<file path="config.mk">
export PLATFORM = sky130hd
export DESIGN_NAME = shift_deserializer
export DESIGN_NICKNAME = d
export VERILOG_FILES = /design/src/rtl/shift_deserializer_pkg.sv /design/src/rtl/shift_deserializer_bit_counter.sv /design/src/rtl/shift_deserializer.sv
export SDC_FILE = /design/constraint.sdc
export NUM_CORES = 1
export LEC_CHECK = 0
export ABC_CLOCK_PERIOD_IN_PS = 1800
export CAP_MARGIN = 40
export CORE_AREA = 2 2 39 41
export DETAILED_ROUTE_END_ITERATION = 7
export DIE_AREA = 0 0 41 43
export PLACE_DENSITY = 0.76
export SETUP_SLACK_MARGIN = 0.15
export SLEW_MARGIN = 25
export SYNTH_ARGS = -nofsm -noshare
export SYNTH_HDL_FRONTEND = slang
export SYNTH_HIERARCHICAL = 1
export SYNTH_SLANG_ARGS = --single-unit
</file>
<file path="constraint.sdc">
create_clock -name clk -period 1.8 [get_ports clk]
set_clock_uncertainty 0.1 [all_clocks]
set_input_delay 0.27 -clock clk [delete_from_list [all_inputs] [get_ports clk]]
set_output_delay 0.27 -clock clk [all_outputs]
set_load 0.005 [all_outputs]
</file>
<file path="src/rtl/shift_deserializer_pkg.sv">
// ---------------------------------------------------------------------------
// shift_deserializer_pkg
//
// Shared definitions for the serial-in / parallel-out receiver.
//
//   ST_COLLECT, ST_HOLD : receiver state encoding (1-bit, legacy compatible)
//   PARITY_EN           : 1 when the trailing even-parity bit is part of a
//                         frame (build macro SHIFT_DESER_PARITY_EN), else 0
//   frame_len()         : bits per frame for a given word width
//   count_width()       : bit-counter width able to hold frame_len()-1
// ---------------------------------------------------------------------------
package shift_deserializer_pkg;

    localparam logic [0:0] ST_COLLECT = 1'b0;
    localparam logic [0:0] ST_HOLD    = 1'b1;

`ifdef SHIFT_DESER_PARITY_EN
    localparam bit PARITY_EN = 1'b1;
`else
    localparam bit PARITY_EN = 1'b0;
`endif

    // Data bits plus the optional parity bit.
    function automatic int frame_len(input int size, input bit parity_en);
        return size + (parity_en ? 1 : 0);
    endfunction

    // The counter only has to reach FL-1, so clog2(FL) bits suffice; keep
    // at least one bit so the vector is never zero-width.
    function automatic int count_width(input int size, input bit parity_en);
        int fl;
        fl = frame_len(size, parity_en);
        return (fl <= 2) ? 1 : $clog2(fl);
    endfunction

endpackage

</file>
<file path="src/rtl/shift_deserializer_bit_counter.sv">
// ---------------------------------------------------------------------------
// deser_bit_counter
//
// Modulo-FL frame bit counter for shift_deserializer.
//
//   clk  in   rising-edge clock
//   rst  in   asynchronous active-low reset, count returns to 0
//   en   in   count one bit this cycle (wraps FL-1 -> 0)
//   clr  in   synchronous clear to 0, wins over en
//   tc   out  terminal count: the counter currently holds FL-1, so the bit
//             taken while tc is high is the last bit of the frame
// ---------------------------------------------------------------------------
module deser_bit_counter #(
    parameter int FL = 8,
    parameter int CW = 3
) (
    input  logic clk,
    input  logic rst,
    input  logic en,
    input  logic clr,
    output logic tc
);

    localparam logic [CW-1:0] LAST = CW'(FL - 1);

    logic [CW-1:0] count_d;
    logic [CW-1:0] count_q;

    always_comb begin
        count_d = count_q;
        if (clr) begin
            count_d = '0;
        end else if (en) begin
            count_d = (count_q == LAST) ? '0 : count_q + CW'(1);
        end
    end

    always_ff @(posedge clk or negedge rst) begin
        if (!rst) begin
            count_q <= '0;
        end else begin
            count_q <= count_d;
        end
    end

    assign tc = (count_q == LAST);

endmodule

</file>
<file path="src/rtl/shift_deserializer.sv">
// ---------------------------------------------------------------------------
// shift_deserializer
//
// Reassembles an LSB-first serial stream (one bit per shift_en cycle) into a
// SIZE-bit word and offers it downstream with a valid/ready handshake.
//
// Build option: define SHIFT_DESER_PARITY_EN to append a trailing even-parity
// bit to every frame; the result is reported on parity_err.
//
// Ports
//   clk         in   rising-edge clock
//   rst         in   asynchronous active-low reset
//   serial_in   in   serial data bit, sampled when shift_en=1
//   shift_en    in   bit strobe, one bit consumed per high cycle
//   clear       in   synchronous frame abort (highest priority)
//   data_ready  in   downstream accepts data_out
//   data_out    out  assembled word, bit 0 = first received bit
//   data_valid  out  data_out holds a complete frame (HOLD state)
//   overrun     out  one-cycle pulse after a bit was dropped in HOLD
//   parity_err  out  parity result of the held frame (parity builds only)
// ---------------------------------------------------------------------------
module shift_deserializer
    import shift_deserializer_pkg::*;
#(
    parameter int SIZE = 8
) (
    input  logic            clk,
    input  logic            rst,
    input  logic            serial_in,
    input  logic            shift_en,
    input  logic            clear,
    input  logic            data_ready,
    output logic [SIZE-1:0] data_out,
    output logic            data_valid,
    output logic            overrun
`ifdef SHIFT_DESER_PARITY_EN
    ,
    output logic            parity_err
`endif
);

    localparam int FL = frame_len(SIZE, PARITY_EN);
    localparam int CW = count_width(SIZE, PARITY_EN);

    logic [0:0]      state_d;
    logic [0:0]      state_q;
    logic [SIZE-1:0] data_d;
    logic [SIZE-1:0] data_q;
    logic            overrun_d;
    logic            overrun_q;

    logic            hold;
    logic            xfer;
    logic            take_bit;
    logic            last_bit;
    logic            shift_data;
    logic            tc;

    // ------------------------------------------------------------------
    // Handshake and bit acceptance
    // ------------------------------------------------------------------
    always_comb begin
        hold     = (state_q == ST_HOLD);
        xfer     = hold && data_ready;
        // A bit is taken in COLLECT, or in HOLD when the held word leaves on
        // the same edge (the bit then opens the next frame, no bubble).
        // Clear aborts everything, including this bit.
        take_bit = shift_en && (!hold || data_ready) && !clear;
        // The counter sits at 0 in HOLD, so tc can only fire while collecting.
        last_bit = take_bit && tc;
    end

    deser_bit_counter #(
        .FL (FL),
        .CW (CW)
    ) u_bit_counter (
        .clk (clk),
        .rst (rst),
        .en  (take_bit),
        .clr (clear),
        .tc  (tc)
    );

`ifdef SHIFT_DESER_PARITY_EN
    // The last frame bit is the parity bit; it never enters the word.
    assign shift_data = take_bit && !tc;
`else
    assign shift_data = take_bit;
`endif

    // ------------------------------------------------------------------
    // Next-state logic
    // ------------------------------------------------------------------
    always_comb begin
        state_d = state_q;
        if (clear) begin
            state_d = ST_COLLECT;
        end else if (last_bit) begin
            state_d = ST_HOLD;
        end else if (xfer) begin
            state_d = ST_COLLECT;
        end
    end

    always_comb begin
        data_d = data_q;
        if (shift_data) begin
            data_d = {serial_in, data_q[SIZE-1:1]};
        end
    end

    // Drop-while-holding indication; an aborted frame is not an overrun.
    always_comb begin
        overrun_d = !clear && hold && shift_en && !data_ready;
    end

    // ------------------------------------------------------------------
    // Registers
    // ------------------------------------------------------------------
    always_ff @(posedge clk or negedge rst) begin
        if (!rst) begin
            state_q   <= ST_COLLECT;
            data_q    <= '0;
            overrun_q <= 1'b0;
        end else begin
            state_q   <= state_d;
            data_q    <= data_d;
            overrun_q <= overrun_d;
        end
    end

`ifdef SHIFT_DESER_PARITY_EN
    logic parity_err_d;
    logic parity_err_q;

    // When the parity bit arrives, data_q already holds all SIZE data bits
    // of the frame, so the even-parity check is a single reduction.
    always_comb begin
        parity_err_d = parity_err_q;
        if (clear) begin
            parity_err_d = 1'b0;
        end else if (last_bit) begin
            parity_err_d = (^data_q) ^ serial_in;
        end
    end

    always_ff @(posedge clk or negedge rst) begin
        if (!rst) begin
            parity_err_q <= 1'b0;
        end else begin
            parity_err_q <= parity_err_d;
        end
    end

    assign parity_err = parity_err_q;
`endif

    assign data_out   = data_q;
    assign data_valid = (state_q == ST_HOLD);
    assign overrun    = overrun_q;

endmodule

</file>
Yosys cells after proc, flatten, opt, wreduce, memory -nomap -nowiden
Index checks and enable logic that the tools add are counted.
{"block": "word_totals", "regBits": 13, "inputBits": 6, "wordCells": 25}
{"block": "classes", "n_addsub": 1, "eq_ne": 1, "mux": 6, "n_reduce_logical": 13}
{"cell": "2-to-1 mux 3 bit", "count": 3}
{"cell": "logical AND 1 bit", "count": 7}
{"cell": "adder 3 x 1 -> 3 bit, second input constant", "count": 1}
{"cell": "== test 3 bit, second input constant", "count": 1}
{"cell": "logical NOT 1 bit", "count": 3}
{"cell": "2-to-1 mux 1 bit", "count": 3}
{"cell": "nonzero test 3 bit", "count": 1}
{"cell": "nonzero test 2 bit", "count": 1}
{"cell": "logical OR 1 bit", "count": 1}

Longest topological paths before layout
{"block": "logic_depth", "word_depth": 7, "mapped_depth": 5, "depth_no_buf": 5}

Modules after synthesis
Netlist, hierarchy kept.
{"mod": "shift_deserializer", "n_inst": 1, "cells_each": 24, "area_each_um2": 394.1, "seq_area_each_um2": 250.2}
{"mod": "deser_bit_counter", "n_inst": 1, "cells_each": 13, "area_each_um2": 156.4, "seq_area_each_um2": 75.1}

Least setup slack after synthesis
OpenSTA, ideal clock, no wires.
{"block": "synth_timing", "path_type": "flip-flop to flip-flop", "start": "reg u_bit_counter.count_q[0]", "end": "reg u_bit_counter.count_q[0]", "setup_ns": 0.073, "t_arrival_ns": 1.230, "path_slack_ns": 0.397, "path_stages_with_launch": 5, "n_path_buf": 0, "synth_period_minus_slack_ns": 1.403, "path_cell_list": "dfrtp_1 -> ha_1 -> ha_1 -> or3b_1 -> a21oi_2"}
{"block": "synth_via", "elab_chain_cells": 4, "elab_cells_between_ends": 5}
{"element": "start, declared", "line": "shift_deserializer_bit_counter.sv:27", "source": "logic [CW-1:0] count_q;"}
{"element": "start signal, assigned", "line": "shift_deserializer_bit_counter.sv:42", "source": "count_q <= count_d;"}
{"element": "== test 3 bit"}
{"element": "named net tc", "line": "shift_deserializer.sv:57", "source": "logic tc;"}
{"element": "2-to-1 mux 3 bit", "line": "shift_deserializer_bit_counter.sv:34", "source": "count_d = (count_q == LAST) ? '0 : count_q + CW'(1);"}
{"element": "2-to-1 mux 3 bit", "line": "shift_deserializer_bit_counter.sv:33", "source": "end else if (en) begin"}
{"element": "2-to-1 mux 3 bit", "line": "shift_deserializer_bit_counter.sv:31", "source": "if (clr) begin"}
The timed path passes the listed nets, and every way through them passes these cells. The select of a mux whose other input is x is not followed.
A chain may end at the register's enable or synchronous reset.

Worst setup path in the final report
{"block": "layout_timing", "start": "reg state_q, in the netlist data_valid", "end": "out data_valid"}
{"element": "start, declared", "line": "shift_deserializer.sv:46", "source": "logic [0:0] state_q;"}
{"element": "start signal, assigned", "line": "shift_deserializer.sv:126", "source": "state_q <= state_d;"}
{"element": "end, declared", "line": "shift_deserializer.sv:34", "source": "output logic data_valid,"}
No word-level cell between the ends.

==> impl_metrics.env <==
export IMPL_status="completed"
export IMPL_clk_path_buf_depth=2
export IMPL_synth_compound_gate_area_share_pct=3.41
export IMPL_r2r_start="u_bit_counter/count_q[0]$_DFFE_PN0P_"
export IMPL_routed_wl_um=935
export IMPL_yosys_top_cells_count="13 x dfrtp_1, 8 x mux2_2, 2 x a21oi_1, 2 x ha_1, 2 x nand2b_1"
export IMPL_leakage_nw=0.355
export IMPL_yosys_cell_types_count=15
export IMPL_drc_errors=0
export IMPL_cts_resized_gates=0
export IMPL_place_hpwl_um=696
export IMPL_num_io_pins=16
export IMPL_antenna_left=0
export IMPL_die_w_um=41
export IMPL_cp_top_family="buffers and inverters"
export IMPL_crit_chain="clkdlybuf4s50_1"
export IMPL_nets=68
export IMPL_cts_made_buffers=3
export IMPL_drive_gt1_share_pct=28.8
export IMPL_r2r_setup_slack_ns=0.29
export IMPL_synth_mux_area_share_pct=18.2
export IMPL_track_usage_pct=13.1
export IMPL_syn_num_nets=45
export IMPL_fp_dieH_um=43
export IMPL_netlist_area_um2=551
export IMPL_insertion_delay_ns=0.27
export IMPL_synth_area_leader_cell="dfrtp_1"
export IMPL_design_core_area_um2=1380
export IMPL_timing_rr_end="u_bit_counter/count_q[0]$_DFFE_PN0P_"
export IMPL_slowest_stage="clkdlybuf4s50_1"
export IMPL_antennaDiodeCount=0
export IMPL_cts_setup_buffers=0
export IMPL_setup_violations=0
export IMPL_worst_slew_margin_rel_pct=61.8
export IMPL_yosys_warnings=6
export IMPL_synth_edf_count=0
export IMPL_powerDensity_nw_per_um2=1080
export IMPL_critPathKind="flop to primary output"
export IMPL_wl_per_cell_um=12.5
export IMPL_cts_tree="done"
export IMPL_yosysSeqAreaShare_pct=59.1
export IMPL_cp_end_kind="primary output"
export IMPL_vias=355
export IMPL_synthXorXnorAreaFrac_pct=0
export IMPL_ir_drop_mv=0.727
export IMPL_grt_max_degree=14
export IMPL_drtPass1Iterations=3
export IMPL_cts_hold_buf=0
export IMPL_cts_root_buffer="clkbuf_4"
export IMPL_hp_class="input port to asynchronous set/reset pin"
export IMPL_worst_endpoint_arrival_ns=1.19
export IMPL_startpoint_type="flop"
export IMPL_ff2ff_path_depth=4
export IMPL_grt_overflow_total=0
export IMPL_max_freq_mhz=642
export IMPL_synth_ff_type="dfrtp_1"
export IMPL_async_flop_share_pct=100
export IMPL_rsz0062_at_grt="no"
export IMPL_numPortBuffers=15
export IMPL_synthCells=37
export IMPL_clk_pin_slew_ns=0.08
export IMPL_area_growth_pct=42.0
export IMPL_max_cap_violations=0
export IMPL_first_iter_violations=4
export IMPL_grt_pass1_wl_mm=1.51
export IMPL_critPathBufInv=1
export IMPL_fp_row_count=14
export IMPL_slew_viol_final=0
export IMPL_synth_top_family_by_area="multiplexers"
export IMPL_synthMostInstantiatedCell="dfrtp_1"
export IMPL_dieArea_um2=1760
export IMPL_min_period_ns=1.56
export IMPL_worst_slew_pin_slew_ns=0.572
export IMPL_crit_fanout=2
export IMPL_place_congestion=0.772
export IMPL_synthAdderAreaFrac_pct=4.55
export IMPL_finalHoldViolCount=0
export IMPL_vias_per_cell=4.73
export IMPL_grt_pass1_vias=353
export IMPL_start_util_pct=39.8
export IMPL_synth_simple_gate_area_share_pct=14.1
export IMPL_crit_path_max_incr_delay_ns=0.52
export IMPL_tns_ns=0
export IMPL_fin_crit_sh_pct=86.5
export IMPL_synth_avg_cell_area_um2=14.9
export IMPL_synth_area_leaders="dfrtp_1 59%, mux2_2 16%, ha_1 4.5%"
export IMPL_cts_sinks=13
export IMPL_dp_cells=71
export IMPL_ys_ff_latch=13
export IMPL_synth_top_area_share_pct=59.1
export IMPL_cts_max_level=1
export IMPL_antenna_found_initial=0
export IMPL_instances_no_fill=75
export IMPL_crit_required_ns=1.43
cell families (layout without fill, tap and decap cells):
family | count (synthesis) | after routing
AO/OA/AOI/OAI | 3 | 3
AND/OR/NAND/NOR | 9 | 9
multiplexers | 9 | 9
buffers and inverters | 1 | 23
adder cells (fa/ha/maj) | 2 | 2
flip-flops | 13 | 13
layer usage:
layer	vias up	track usage [%]	wire length [um]
li1	173	-	-
met1	167	18.2	430
met2	13	16.9	435
met3	2	3.14	50
met4	0	10.0	18
met5	-	0	0
report_power, final:
part	switching (mW)	internal (mW)
logic	0.0662	0.191
registers	0.0469	0.364
clock network	0.0918	0.0859
how the worst max path moves through the flow:
stage,endpoint,depth (start not counted),start
after floorplan,u_bit_counter/count_q[0]$_DFFE_PN0P_,4,u_bit_counter/count_q[0]$_DFFE_PN0P_
final,data_valid,1,data_valid$_DFFE_PN0P_
after CTS,data_valid,1,data_valid$_DFFE_PN0P_
after global placement,u_bit_counter/count_q[0]$_DFFE_PN0P_,6,data_ready
after detailed placement,u_bit_counter/count_q[0]$_DFFE_PN0P_,6,data_ready
after global routing,data_valid,1,data_valid$_DFFE_PN0P_
final cells by class:
class                      instances  area (um^2)
multi-input combinational         23          221
timing repair buffer              18          185
inverter                           1         3.75
tap                               16         20.0
sequential                        13          325
fill                             125          602
clock buffer                       4         26.3
cell usage in the layout (no fill, tap or decap), types with 2 or more instances in the layout:
master,instances
a21oi_1,2
buf_4,2
clkbuf_4,3
clkdlybuf4s50_1,15
dfrtp_1,13
ha_1,2
mux2_2,8
nand2b_1,2
stage by stage:
step	hold slack, ns	worst slack (ns)	area (um^2)	utilization, %	power (mW)
final	0.258	0.243	782	56.5	0.847
after global placement	0.392	0.150	756	54.6	0.672
after detailed placement	0.402	0.105	756	54.6	0.679
after CTS	0.276	0.226	782	56.5	0.863
after global routing	0.323	0.196	782	56.5	0.892
after floorplan	-0.126	0.397	551	-	0.496
sequential cells by signal (all words and copies together) (netlist names):
name,flops
data_out,8
data_valid,1
overrun,1
u_bit_counter/count_q,3
(Power assumes the default switching activity.)
